`src/rtl/mem_buf_pkg.sv`:
```
// mem_buf_pkg: shared state encoding, op encoding and default sizes for the buffer controller.
package mem_buf_pkg;
   typedef enum logic [1:0] {
      IDLE    = 2'd0,
      ISSUE   = 2'd1,
      RD_CAP  = 2'd2,
      RD_DONE = 2'd3
   } state_e;
   localparam logic OP_WRITE  = 1'b1;
   localparam logic OP_READ   = 1'b0;
   localparam int   DEF_WIDTH = 16;
   localparam int   DEF_DEPTH = 8;
endpackage

```
`src/rtl/mem_buf_rr_arb.sv`:
```
// mem_buf_rr_arb: combinational 2-way round-robin arbiter; the last-granted pointer lives in the caller.
module mem_buf_rr_arb (
   input  logic [1:0] req,
   input  logic       last,
   output logic       idx,
   output logic       valid
);
   assign valid = |req;
   assign idx   = (&req) ? ~last : req[1];
endmodule

```
`src/rtl/mem_buf_ctrl.sv`:
```
// mem_buf_ctrl: shares one FIFO memory_buffer between two requesters, arbitrating round-robin
// and refusing overflow/underflow from its own occupancy count.
module mem_buf_ctrl
   import mem_buf_pkg::*;
#(
   parameter int WIDTH = DEF_WIDTH,
   parameter int DEPTH = DEF_DEPTH,
   parameter int CW    = $clog2(DEPTH + 1)
) (
   input  logic             clk,
   input  logic             rst,
   input  logic [1:0]       req,
   input  logic [1:0]       op,
   input  logic [WIDTH-1:0] wdata0,
   input  logic [WIDTH-1:0] wdata1,
   output logic [1:0]       gnt,
   output logic             err,
   output logic [WIDTH-1:0] rdata,
   output logic [1:0]       rvalid,
   output logic [CW-1:0]    count,
   output logic             full,
   output logic             empty,
   output logic             buf_w,
   output logic             buf_r,
   output logic [WIDTH-1:0] buf_din,
   input  logic [WIDTH-1:0] buf_dout
);
   state_e           state_q, state_d;
   logic             idx_q, op_q, last_q, full_q, empty_q;
   logic [WIDTH-1:0] wdata_q, rdata_q, din_q;
   logic [CW-1:0]    count_q, count_d;
   logic             arb_idx, arb_valid, refuse;

   mem_buf_rr_arb u_arb (
      .req   (req),
      .last  (last_q),
      .idx   (arb_idx),
      .valid (arb_valid)
   );

   assign refuse = (op_q == OP_WRITE) ? full_q : empty_q;

   always_comb begin
      state_d = state_q;
      count_d = count_q;
      gnt     = '0;
      rvalid  = '0;
      err     = 1'b0;
      buf_w   = 1'b0;
      buf_r   = 1'b0;
      case (state_q)
         IDLE:    state_d = arb_valid ? ISSUE : IDLE;
         ISSUE: begin
            gnt[idx_q] = 1'b1;
            err        = refuse;
            buf_w      = !refuse && op_q == OP_WRITE;
            buf_r      = !refuse && op_q == OP_READ;
            count_d    = buf_w ? count_q + CW'(1) : buf_r ? count_q - CW'(1) : count_q;
            state_d    = buf_r ? RD_CAP : IDLE;
         end
         RD_CAP:  state_d = RD_DONE;
         RD_DONE: begin
            rvalid[idx_q] = 1'b1;
            state_d       = IDLE;
         end
         default: state_d = IDLE;
      endcase
   end

   always_ff @(posedge clk or posedge rst) begin
      if (rst) begin
         state_q <= IDLE;
         idx_q   <= 1'b0;
         op_q    <= OP_READ;
         wdata_q <= '0;
         last_q  <= 1'b1;
         count_q <= '0;
         full_q  <= 1'b0;
         empty_q <= 1'b1;
         rdata_q <= '0;
         din_q   <= '0;
      end else begin
         state_q <= state_d;
         count_q <= count_d;
         full_q  <= count_d == CW'(DEPTH);
         empty_q <= count_d == '0;
         if (state_q == IDLE && arb_valid) begin
            idx_q   <= arb_idx;
            op_q    <= op[arb_idx];
            wdata_q <= arb_idx ? wdata1 : wdata0;
         end
         if (state_q == ISSUE) last_q <= idx_q;
         if (buf_w) din_q <= wdata_q;
         if (state_q == RD_CAP) rdata_q <= buf_dout;
      end
   end

   // buf_din only moves on an accepted write so the buffer pins stay quiet otherwise
   assign buf_din = buf_w ? wdata_q : din_q;
   assign rdata   = rdata_q;
   assign count   = count_q;
   assign full    = full_q;
   assign empty   = empty_q;
endmodule

```
`config.mk`:
```
export PLATFORM = sky130hd
export DESIGN_NAME = mem_buf_ctrl
export DESIGN_NICKNAME = d
export VERILOG_FILES = /design/src/rtl/mem_buf_pkg.sv /design/src/rtl/mem_buf_rr_arb.sv /design/src/rtl/mem_buf_ctrl.sv
export SDC_FILE = /design/constraint.sdc
export NUM_CORES = 1
export LEC_CHECK = 0
export ABC_AREA = 1
export CORE_AREA = 2 2 80 82
export CTS_CLUSTER_SIZE = 40
export DETAILED_ROUTE_END_ITERATION = 10
export DIE_AREA = 0 0 82 84
export PLACE_DENSITY_LB_ADDON = 0.1
export SLEW_MARGIN = 20
export SYNTH_ARGS = -nofsm -noshare
export SYNTH_HDL_FRONTEND = slang
export SYNTH_SLANG_ARGS = --single-unit
export TNS_END_PERCENT = 5
```
`constraint.sdc`:
```
create_clock -name clk -period 2.81 [get_ports clk]
set_clock_uncertainty 0.2 [all_clocks]
set_input_delay 0.562 -clock clk [delete_from_list [all_inputs] [get_ports clk]]
set_output_delay 0.562 -clock clk [all_outputs]
set_load 0.02 [all_outputs]
```
==> impl_metrics.py, run 1 <==
metrics = {
    "cells_and_area": {
        "n_antenna_cell": 0,
        "multi_input_area_sq_um": 912,
        "final_cell_mix": "82 x clkdlybuf4s50_1, 72 x nand2_1, 57 x dfrtp_1",
        "register_area_sq_um": 1480,
        "fillers": 529,
        "syn_to_final_growth_pct": 52.7,
        "stdcell_count": 458,
        "fin_nets": 432,
        "drive_gt1_share_pct": 13.1,
        "layout_commonest_cell": "clkdlybuf4s50_1",
        "final_util_pct": 63.2,
    },
    "setup_path": {
        "reg2reg_from": "state_q[0]",
        "crit_type": "reg2out",
        "required_ns": 2.05,
        "reg2reg_slack_ns": 1.17,
        "r2r_end": "wdata_q[8]",
        "cp-start-kind": "register",
        "r2r_cells": 6,
        "crit_slowest_cell": "clkdlybuf4s50_1",
        "crit_fanout": 6,
        "slowest_delay_ns": 0.64,
        "endpoint_kind": "primary output",
        "worstPathArrival_ns": 1.95,
        "path_cells": "inv_1 > nand2_1 > nor3_1 > clkdlybuf4s50_1",
    },
    "synth": {
        "syn_area_sq_um": 2520,
        "synth_top_family_by_area": "simple AND/OR/NAND/NOR gates",
        "synth_fp_nets": 324,
        "synth_mux_area_share_pct": 7.14,
        "syn_area_per_cell_sq_um": 9.41,
        "ys_types": 22,
        "synth_xor_area_share_pct": 0,
        "yosys_warnings": 0,
        "ys_seq_elements": 59,
        "synth_cells": 268,
        "synth_simple_gate_area_share_pct": 19.0,
        "yosysSeqAreaShare_pct": 58.6,
        "synthAdderAreaFrac_pct": 0.992,
        "synth_compound_area_share_pct": 8.98,
    },
    "floorplanning": {
        "die_w_um": 82,
        "rows": 29,
        "io_pins": 99,
        "die_h_um": 84,
        "start_util_pct": 41.4,
        "die-area_sq_um": 6890,
        "core_region_area_sq_um": 6100,
    },
    "global_routing": {
        "grt_pass1_vias": 2325,
        "grt_pass1_wl_um": 10600,
        "grt-ovfl-total": 0,
        "grt_max_degree": 28,
        "grt_usage_pct": 20.6,
        "grt_antenna_before_repair": 0,
    },
    "hold_path": {
        "whs_endpoint": "din_q[15]",
        "min-delay-start": "din_q[15]",
        "hp-class": "reg2reg",
        "hold_depth": 2,
    },
    "placement": {
        "port_buffers": 98,
        "dpl.hpwl_um": 4540,
        "dp.cells": 442,
        "place_congestion": 0.792,
    },
    "status": {
        "status": "complete, no violations",
    },
    "timing": {
        "worst_slew_pin_slew_ns": 0.585,
        "period_share_pct": 96.5,
        "rsz0062_at_grt": "false",
        "fmax_mhz": 369,
        "drv_slew": 0,
        "report.final.hold_viol_count": 0,
        "min_period_ns": 2.71,
        "setup_viol": 0,
        "slew_headroom_pct": 60.9,
    },
    "cts": {
        "ctsRootBufferMaster": "clkbuf_8",
        "hold_buffers": 0,
        "cts.sinks": 59,
        "tritoncts": "built",
        "insertion_delay_ns": 0.33,
        "clk_pin_slew_ns": 0.06,
        "cts_buffer_depth": 2,
        "numCtsBuffers": 9,
        "htree_levels": 3,
    },
    "route": {
        "wl_per_cell_um": 14.0,
        "via_per_inst": 4.86,
        "drcViolationCount": 0,
        "dr.first_iter.drc_count": 127,
        "num_vias": 2225,
        "drtAntennaViolNets": 0,
        "dr.pass1.iters": 4,
        "drt-total-wl_um": 6410,
    },
    "power_and_ir_drop": {
        "p_per_area_nw_per_um2": 1200,
        "cellLeakagePower_nw": 1.90,
        "ir_drop_uv": 654,
    },
    "flow_run": {
        "drv_cap": 0,
    },
}
[layout make-up]
class,count,area share (%)
clock buffer,15,4.58
clock inverter,1,0.780
multi-input combinational,178,23.7
inverter,22,2.24
tap,77,2.50
timing repair buffer,106,27.8
sequential,59,38.4
[routing by layer]
layer	routed length (um)	GRT usage, %	vias up
met5	0	0	-
met3	544	8.23	7
met2	3030	31.5	91
li1	-	-	1079
met4	86	8.33	0
met1	2760	25.7	1048
[sequential cells by signal (all words and copies together) (netlist names), 4 cells and up, named ones only]
signal and count:
count 4, rdata 16, wdata_q 16, din_q 16
[worst max-delay path, delay by kind of cell (launching register included)]
kind          cells  cell delay, ns
flops             1            0.45
buf+inv           2            0.77
simple gates      2            0.41
[worst max path at each step]
| stage | to | start | slack, ns |
|---|---|---|---|
| floorplan | async pin | rst | 0.59 |
| global placement | buf_din[11] | op_q | 0.27 |
| detailed placement | buf_din[1] | op_q | 0.22 |
| CTS | buf_din[5] | op_q | -0.009 |
| global route | err | register | 0.01 |
| finish | err | register | 0.1 |
[where the power goes]
group	internal [mW]	total [mW]	switching (mW)
Clock	0.484	0.791	0.307
Sequential	1.28	1.49	0.214
Combinational	1.02	2.32	1.30
Total	2.78	4.60	1.82
[cells by family (layout without fill, tap and decap cells)]
| kind of cell | Yosys count | count (layout) |
|---|---|---|
| multiplexers | 16 | 16 |
| flip-flops | 59 | 59 |
| AND/OR/NAND/NOR | 117 | 117 |
| adder cells (fa/ha/maj) | 2 | 2 |
| AO/OA/AOI/OAI | 43 | 43 |
| buffers and inverters | 31 | 144 |
[repair_timing]
item / in CTS / in global routing
setup buffers: 0 / 0
gates resized for setup: 7 / 10
setup endpoints to repair: 17 / 10
[metrics by stage]
stage	setup slack, ns	TNS, ns	instance area [sq um]	power (mW)	hold WS, ns
2_1_floorplan	0.595	0	2520	2.85	0.253
3_3_place_gp	0.269	0	3620	3.85	0.261
3_5_place_dp	0.217	0	3620	3.90	0.272
4_1_cts	-0.00902	-0.00902	3830	4.68	0.287
5_1_grt	0.0131	0	3850	4.94	0.295
6_report	0.0988	0	3850	4.60	0.279
[synth_stat cells]
cell type | number | area, sq um
mux2_2 | 16 | 180
o21ai_2 | 1 | 8.76
clkbuf_1 | 2 | 7.51
buf_6 | 1 | 11.3
ha_1 | 2 | 25.0
nand2_1 | 72 | 270
dfrtp_1 | 57 | 1430
o22ai_1 | 6 | 37.5
dfstp_2 | 2 | 52.6
nand2_2 | 3 | 18.8
buf_2 | 5 | 25.0
nor2_1 | 27 | 101
nand3_1 | 8 | 40.0
nor2_2 | 1 | 6.26
inv_1 | 21 | 78.8
nor2_4 | 2 | 22.5
nor3_1 | 3 | 15.0
inv_2 | 1 | 3.75
clkbuf_2 | 1 | 5.00
or2_2 | 1 | 6.26
o21ai_0 | 35 | 175
a21oi_1 | 1 | 5.00
No activity file was read; power rests on OpenSTA's default activity.
==> run 2: changes to the inputs <==
Settings changed: GPL_TIMING_DRIVEN set to 0, REMOVE_ABC_BUFFERS set to 1, SLEW_MARGIN 20 to 10.
==> run 2 against run 1 <==
Die area stayed put. Global-route usage is 2.5 points lower. Final area is 2.6% lower. Count of clock-buffer cells in the layout is 3 lower. Non-clock buffer count is 6 lower. First-iteration DRC count is 40% lower. Combinational power is 3% lower. Hold slack worse by 0.010 ns. Core utilization is 1.6 points lower. Sequential power hardly changed. Final cell count is 1.3% lower.
==> impl_metrics.py, run 2 (synthesized netlist as in run 1, its figures left out) <==
metrics = {
    "cells_and_area": {
        "register_area_sq_um": 1480,
        "layout_commonest_cell": "clkdlybuf4s50_1",
        "multi_input_area_sq_um": 931,
        "fillers": 567,
        "final_cell_mix": "81 x clkdlybuf4s50_1, 72 x nand2_1, 57 x dfrtp_1",
        "drive_gt1_share_pct": 12.0,
        "n_antenna_cell": 0,
        "stdcell_count": 452,
        "fin_nets": 427,
        "syn_to_final_growth_pct": 48.7,
    },
    "setup_path": {
        "slowest_delay_ns": 0.59,
        "reg2reg_slack_ns": 0.93,
        "required_ns": 2.05,
        "crit_buf_inv": 3,
        "cp-start-kind": "register",
        "crit_type": "reg2out",
        "crit_slowest_cell": "clkdlybuf4s50_1",
        "crit_fanout": 4,
        "cp_top_family": "buffers and inverters",
        "endpoint_kind": "primary output",
        "path_cells": "nor2_4 > buf_4 > nand2_1 > inv_1 > clkdlybuf4s50_1",
        "worstPathArrival_ns": 1.94,
    },
    "route": {
        "wl_met3_um": 422,
        "met1_length_um": 2610,
        "dr.pass1.iters": 4,
        "via_per_inst": 4.69,
        "wl_per_cell_um": 12.7,
        "dr_wl_met2_um": 2630,
        "routed.top_layer": "met4",
        "num_vias": 2122,
        "drcViolationCount": 0,
        "drt-total-wl_um": 5740,
        "drtAntennaViolNets": 0,
        "dr.first_iter.drc_count": 76,
    },
    "placement": {
        "place_congestion": 0.826,
        "dpl.hpwl_um": 4040,
        "pre_cts_ws_ns": -0.256,
        "port_buffers": 98,
        "dp.cells": 435,
    },
    "cts": {
        "htree_levels": 3,
        "clk_pin_slew_ns": 0.07,
        "tritoncts": "built",
        "ctsRootBufferMaster": "clkbuf_8",
        "cts.sinks": 59,
        "hold_buffers": 0,
        "insertion_delay_ns": 0.33,
        "numCtsBuffers": 9,
        "cts_buffer_depth": 2,
    },
    "power_and_ir_drop": {
        "ir_drop_uv": 512,
        "cellLeakagePower_nw": 1.77,
        "p_per_area_nw_per_um2": 1170,
    },
    "flow_run": {
        "drv_cap": 0,
    },
    "timing": {
        "report.final.hold_viol_count": 0,
        "hold_slack_ns": 0.269,
        "fmax_mhz": 371,
        "period_share_pct": 96.0,
        "fin_ws_ns": 0.112,
        "fin_tns_setup_ns": 0,
        "setup_viol": 0,
        "drv_slew": 0,
        "slew_headroom_pct": 66.8,
        "worst_slew_pin_slew_ns": 0.496,
        "min_period_ns": 2.70,
        "rsz0062_at_grt": "false",
    },
    "floorplanning": {
        "io_pins": 99,
        "die_h_um": 84,
        "rows": 29,
        "die_w_um": 82,
        "core_region_area_sq_um": 6100,
        "die-area_sq_um": 6890,
        "start_util_pct": 41.4,
    },
    "status": {
        "status": "complete, no violations",
    },
    "global_routing": {
        "grt_pass1_wl_um": 9460,
        "grt_pass1_vias": 2004,
        "grt-ovfl-total": 0,
        "grt_antenna_before_repair": 0,
        "grt_usage_pct": 18.1,
        "grt_max_degree": 40,
    },
    "hold_path": {
        "hp-class": "reg2reg",
    },
}
## run 2: per-layer routing
metal  up-vias  track usage [%]
li1       1070                -
met1       972             23.3
met2        72             27.9
met3         8             5.41
met4         0             7.73
met5         -                0
## run 2: worst paths after layout
kind	from	to	cells after the start
max in group asynchronous	rst	last_q	3
min reg2reg	din_q[13]	din_q[13]	2
max reg2reg	state_q[0]	wdata_q[15]	6
max	register	buf_r	5
min	din_q[13]	din_q[13]	2
min in group asynchronous	rst	din_q[5]	2
## run 2: stage by stage
step	power, mW	instance area, sq um	utilization, %
finish	4.38	3750	61.5
global route	4.74	3750	61.5
CTS	4.44	3750	61.5
detailed placement	3.84	3570	58.6
global placement	3.77	3550	58.3
floorplan	2.81	2470	-
## run 2: repair_timing
| action | in CTS | in global routing |
|---|---|---|
| cloned | 1 | 0 |
| endpoints found under the setup margin | 17 | 1 |
| gates resized for setup | 22 | 1 |
| setup buffers | 1 | 0 |
| pin swaps | 1 | 0 |
## run 2: area by class of cell
class                           instances  share of cell area, %
Timing Repair inverter                  1                  0.200
Clock inverter                          3                  0.400
Clock buffer                           12                   3.87
Multi-Input combinational cell        178                   24.8
Inverter                               22                   2.30
Tap cell                               77                   2.57
Timing Repair Buffer                  100                   26.4
Sequential cell                        59                   39.4
## run 2: where the power goes
group	internal (mW)	leakage (nW)	switching, mW
sequential	1.28	0.714	0.205
clock	0.335	0.0860	0.303
combinational	0.959	0.971	1.30
total	2.57	1.77	1.81
## run 2: worst min-delay path: stages, from the launching register on
cell	delay [ns]
dfrtp_1	0.32
nand2_1	0.05
nand2_1	0.07
==> run 3: changes to the inputs <==
Clock period 2.81 ns to 3.1 ns, I/O delays scaled along.
==> run 3 against run 2 <==
Core utilization is 0.37 points higher. Worst setup slack gained 0.036 ns. Count of clock-buffer cells in the layout did not move. Largest power group unchanged. Sequential power down 9%. Final cell count shrank 0.22%. Largest cell class unchanged. Clock power decreased by 9.2%. Highest routed layer unchanged. Flip-flop and latch count did not move.
==> impl_metrics.py, run 3 (synthesized netlist as in run 1, its figures left out) <==
metrics = {
    "setup_path": {
        "r2r_end": "wdata_q[15]",
        "reg2reg_from": "state_q[0]",
        "worstPathArrival_ns": 2.13,
        "required_ns": 2.28,
        "r2r_cells": 6,
        "endpoint_kind": "primary output",
        "cp-start-kind": "register",
        "crit_fanout": 26,
        "reg2reg_slack_ns": 1.21,
        "crit_type": "reg2out",
    },
    "placement": {
        "dp.cells": 435,
        "port_buffers": 98,
        "dpl.hpwl_um": 4040,
        "place_congestion": 0.826,
    },
    "hold_path": {
        "hp-class": "reg2reg",
        "min-delay-start": "din_q[13]",
        "whs_endpoint": "din_q[13]",
        "hold_depth": 2,
    },
    "global_routing": {
        "grt_usage_pct": 17.9,
        "grt_antenna_before_repair": 0,
        "grt-ovfl-total": 0,
        "grt_max_degree": 40,
        "grt_pass1_vias": 1990,
        "grt_pass1_wl_um": 9370,
    },
    "cts": {
        "htree_levels": 3,
        "insertion_delay_ns": 0.33,
        "cts.sinks": 59,
        "tritoncts": "built",
        "cts_buffer_depth": 2,
        "hold_buffers": 0,
        "numCtsBuffers": 9,
        "ctsRootBufferMaster": "clkbuf_8",
        "clk_pin_slew_ns": 0.07,
    },
    "timing": {
        "setup_viol": 0,
        "worst_slew_pin_slew_ns": 0.498,
        "drv_slew": 0,
        "period_share_pct": 95.2,
        "hold_slack_ns": 0.273,
        "rsz0062_at_grt": "false",
        "fmax_mhz": 339,
        "slew_headroom_pct": 66.7,
        "min_period_ns": 2.95,
        "report.final.hold_viol_count": 0,
    },
    "route": {
        "met1_length_um": 2600,
        "drt-total-wl_um": 5730,
        "drcViolationCount": 0,
        "dr.first_iter.drc_count": 50,
        "dr.pass1.iters": 5,
        "wl_per_cell_um": 12.7,
        "dr_wl_met2_um": 2630,
        "via_per_inst": 4.72,
        "routed.top_layer": "met4",
        "drtAntennaViolNets": 0,
        "num_vias": 2128,
        "wl_met3_um": 411,
    },
    "cells_and_area": {
        "syn_to_final_growth_pct": 49.6,
        "layout_commonest_cell": "clkdlybuf4s50_1",
        "stdcell_count": 451,
        "final_util_pct": 61.9,
        "drive_gt1_share_pct": 11.8,
        "n_antenna_cell": 0,
        "final_cell_mix": "93 x clkdlybuf4s50_1, 72 x nand2_1, 57 x dfrtp_1",
        "fin_nets": 426,
    },
    "floorplanning": {
        "core_region_area_sq_um": 6100,
        "rows": 29,
        "die_h_um": 84,
        "io_pins": 99,
        "die-area_sq_um": 6890,
        "die_w_um": 82,
        "start_util_pct": 41.4,
    },
    "power_and_ir_drop": {
        "ir_drop_uv": 502,
        "p_per_area_nw_per_um2": 1070,
        "p_total_mw": 4.05,
        "cellLeakagePower_nw": 1.77,
    },
    "flow_run": {
        "drv_cap": 0,
    },
    "status": {
        "status": "complete, no violations",
    },
}
## run 3: metal layers
layer / GRT usage [%] / vias up
met5: 0 / -
met4: 7.73 / 0
met3: 5.41 / 9
met2: 27.6 / 75
met1: 23.0 / 977
li1: - / 1067
## run 3: through the flow
stage          instance area (sq um)  setup slack, ns  setup TNS (ns)
2_1_floorplan                   2470            0.800               0
3_3_place_gp                    3550           -0.210          -11.75
3_5_place_dp                    3570          -0.0240         -0.0958
4_1_cts                         3750           0.0278               0
5_1_grt                         3770           0.0133               0
6_report                        3770            0.148               0
## run 3: layout make-up
cell class / count / area [sq um]
fillers: 559 / 2320
flip-flops and latches: 59 / 1480
repair buffers: 99 / 1010
multi-input cells: 178 / 931
clock buffers: 12 / 145
well taps: 77 / 96.3
inverters: 22 / 86.3
clock inverters: 3 / 15.0
repair inverters: 1 / 7.51
## run 3: worst max path at each step
stage,to,slack [ns],cells past startpoint
final,buf_din[11],0.15,6
after global routing,buf_din[12],0.01,7
after CTS,buf_din[2],0.03,4
after detailed placement,buf_din[11],-0.02,6
after global placement,din_q[1],-0.21,2
after floorplan,buf_din[10],0.80,5
## run 3: worst max-delay path: stages, from the launching register on
cell             delay, ns
dfrtp_1               0.47
nor2_4                0.24
nand2_8               0.16
clkinvlp_4            0.17
nand2_1               0.06
nand2_1               0.07
clkdlybuf4s50_1       0.62
## run 3: repair_timing
action | in CTS | in global routing
gates resized for setup | 4 | 7
setup buffers | 0 | 0
endpoints found under the setup margin | 17 | 16
pin swaps | 0 | 1
gates cloned | 1 | 0
## run 3: where the power goes
part	switching, mW	total [mW]	internal [mW]	leakage (nW)
registers	0.186	1.34	1.16	0.714
clock network	0.276	0.579	0.303	0.0860
logic	1.18	2.13	0.947	0.971
total	1.65	4.05	2.41	1.77
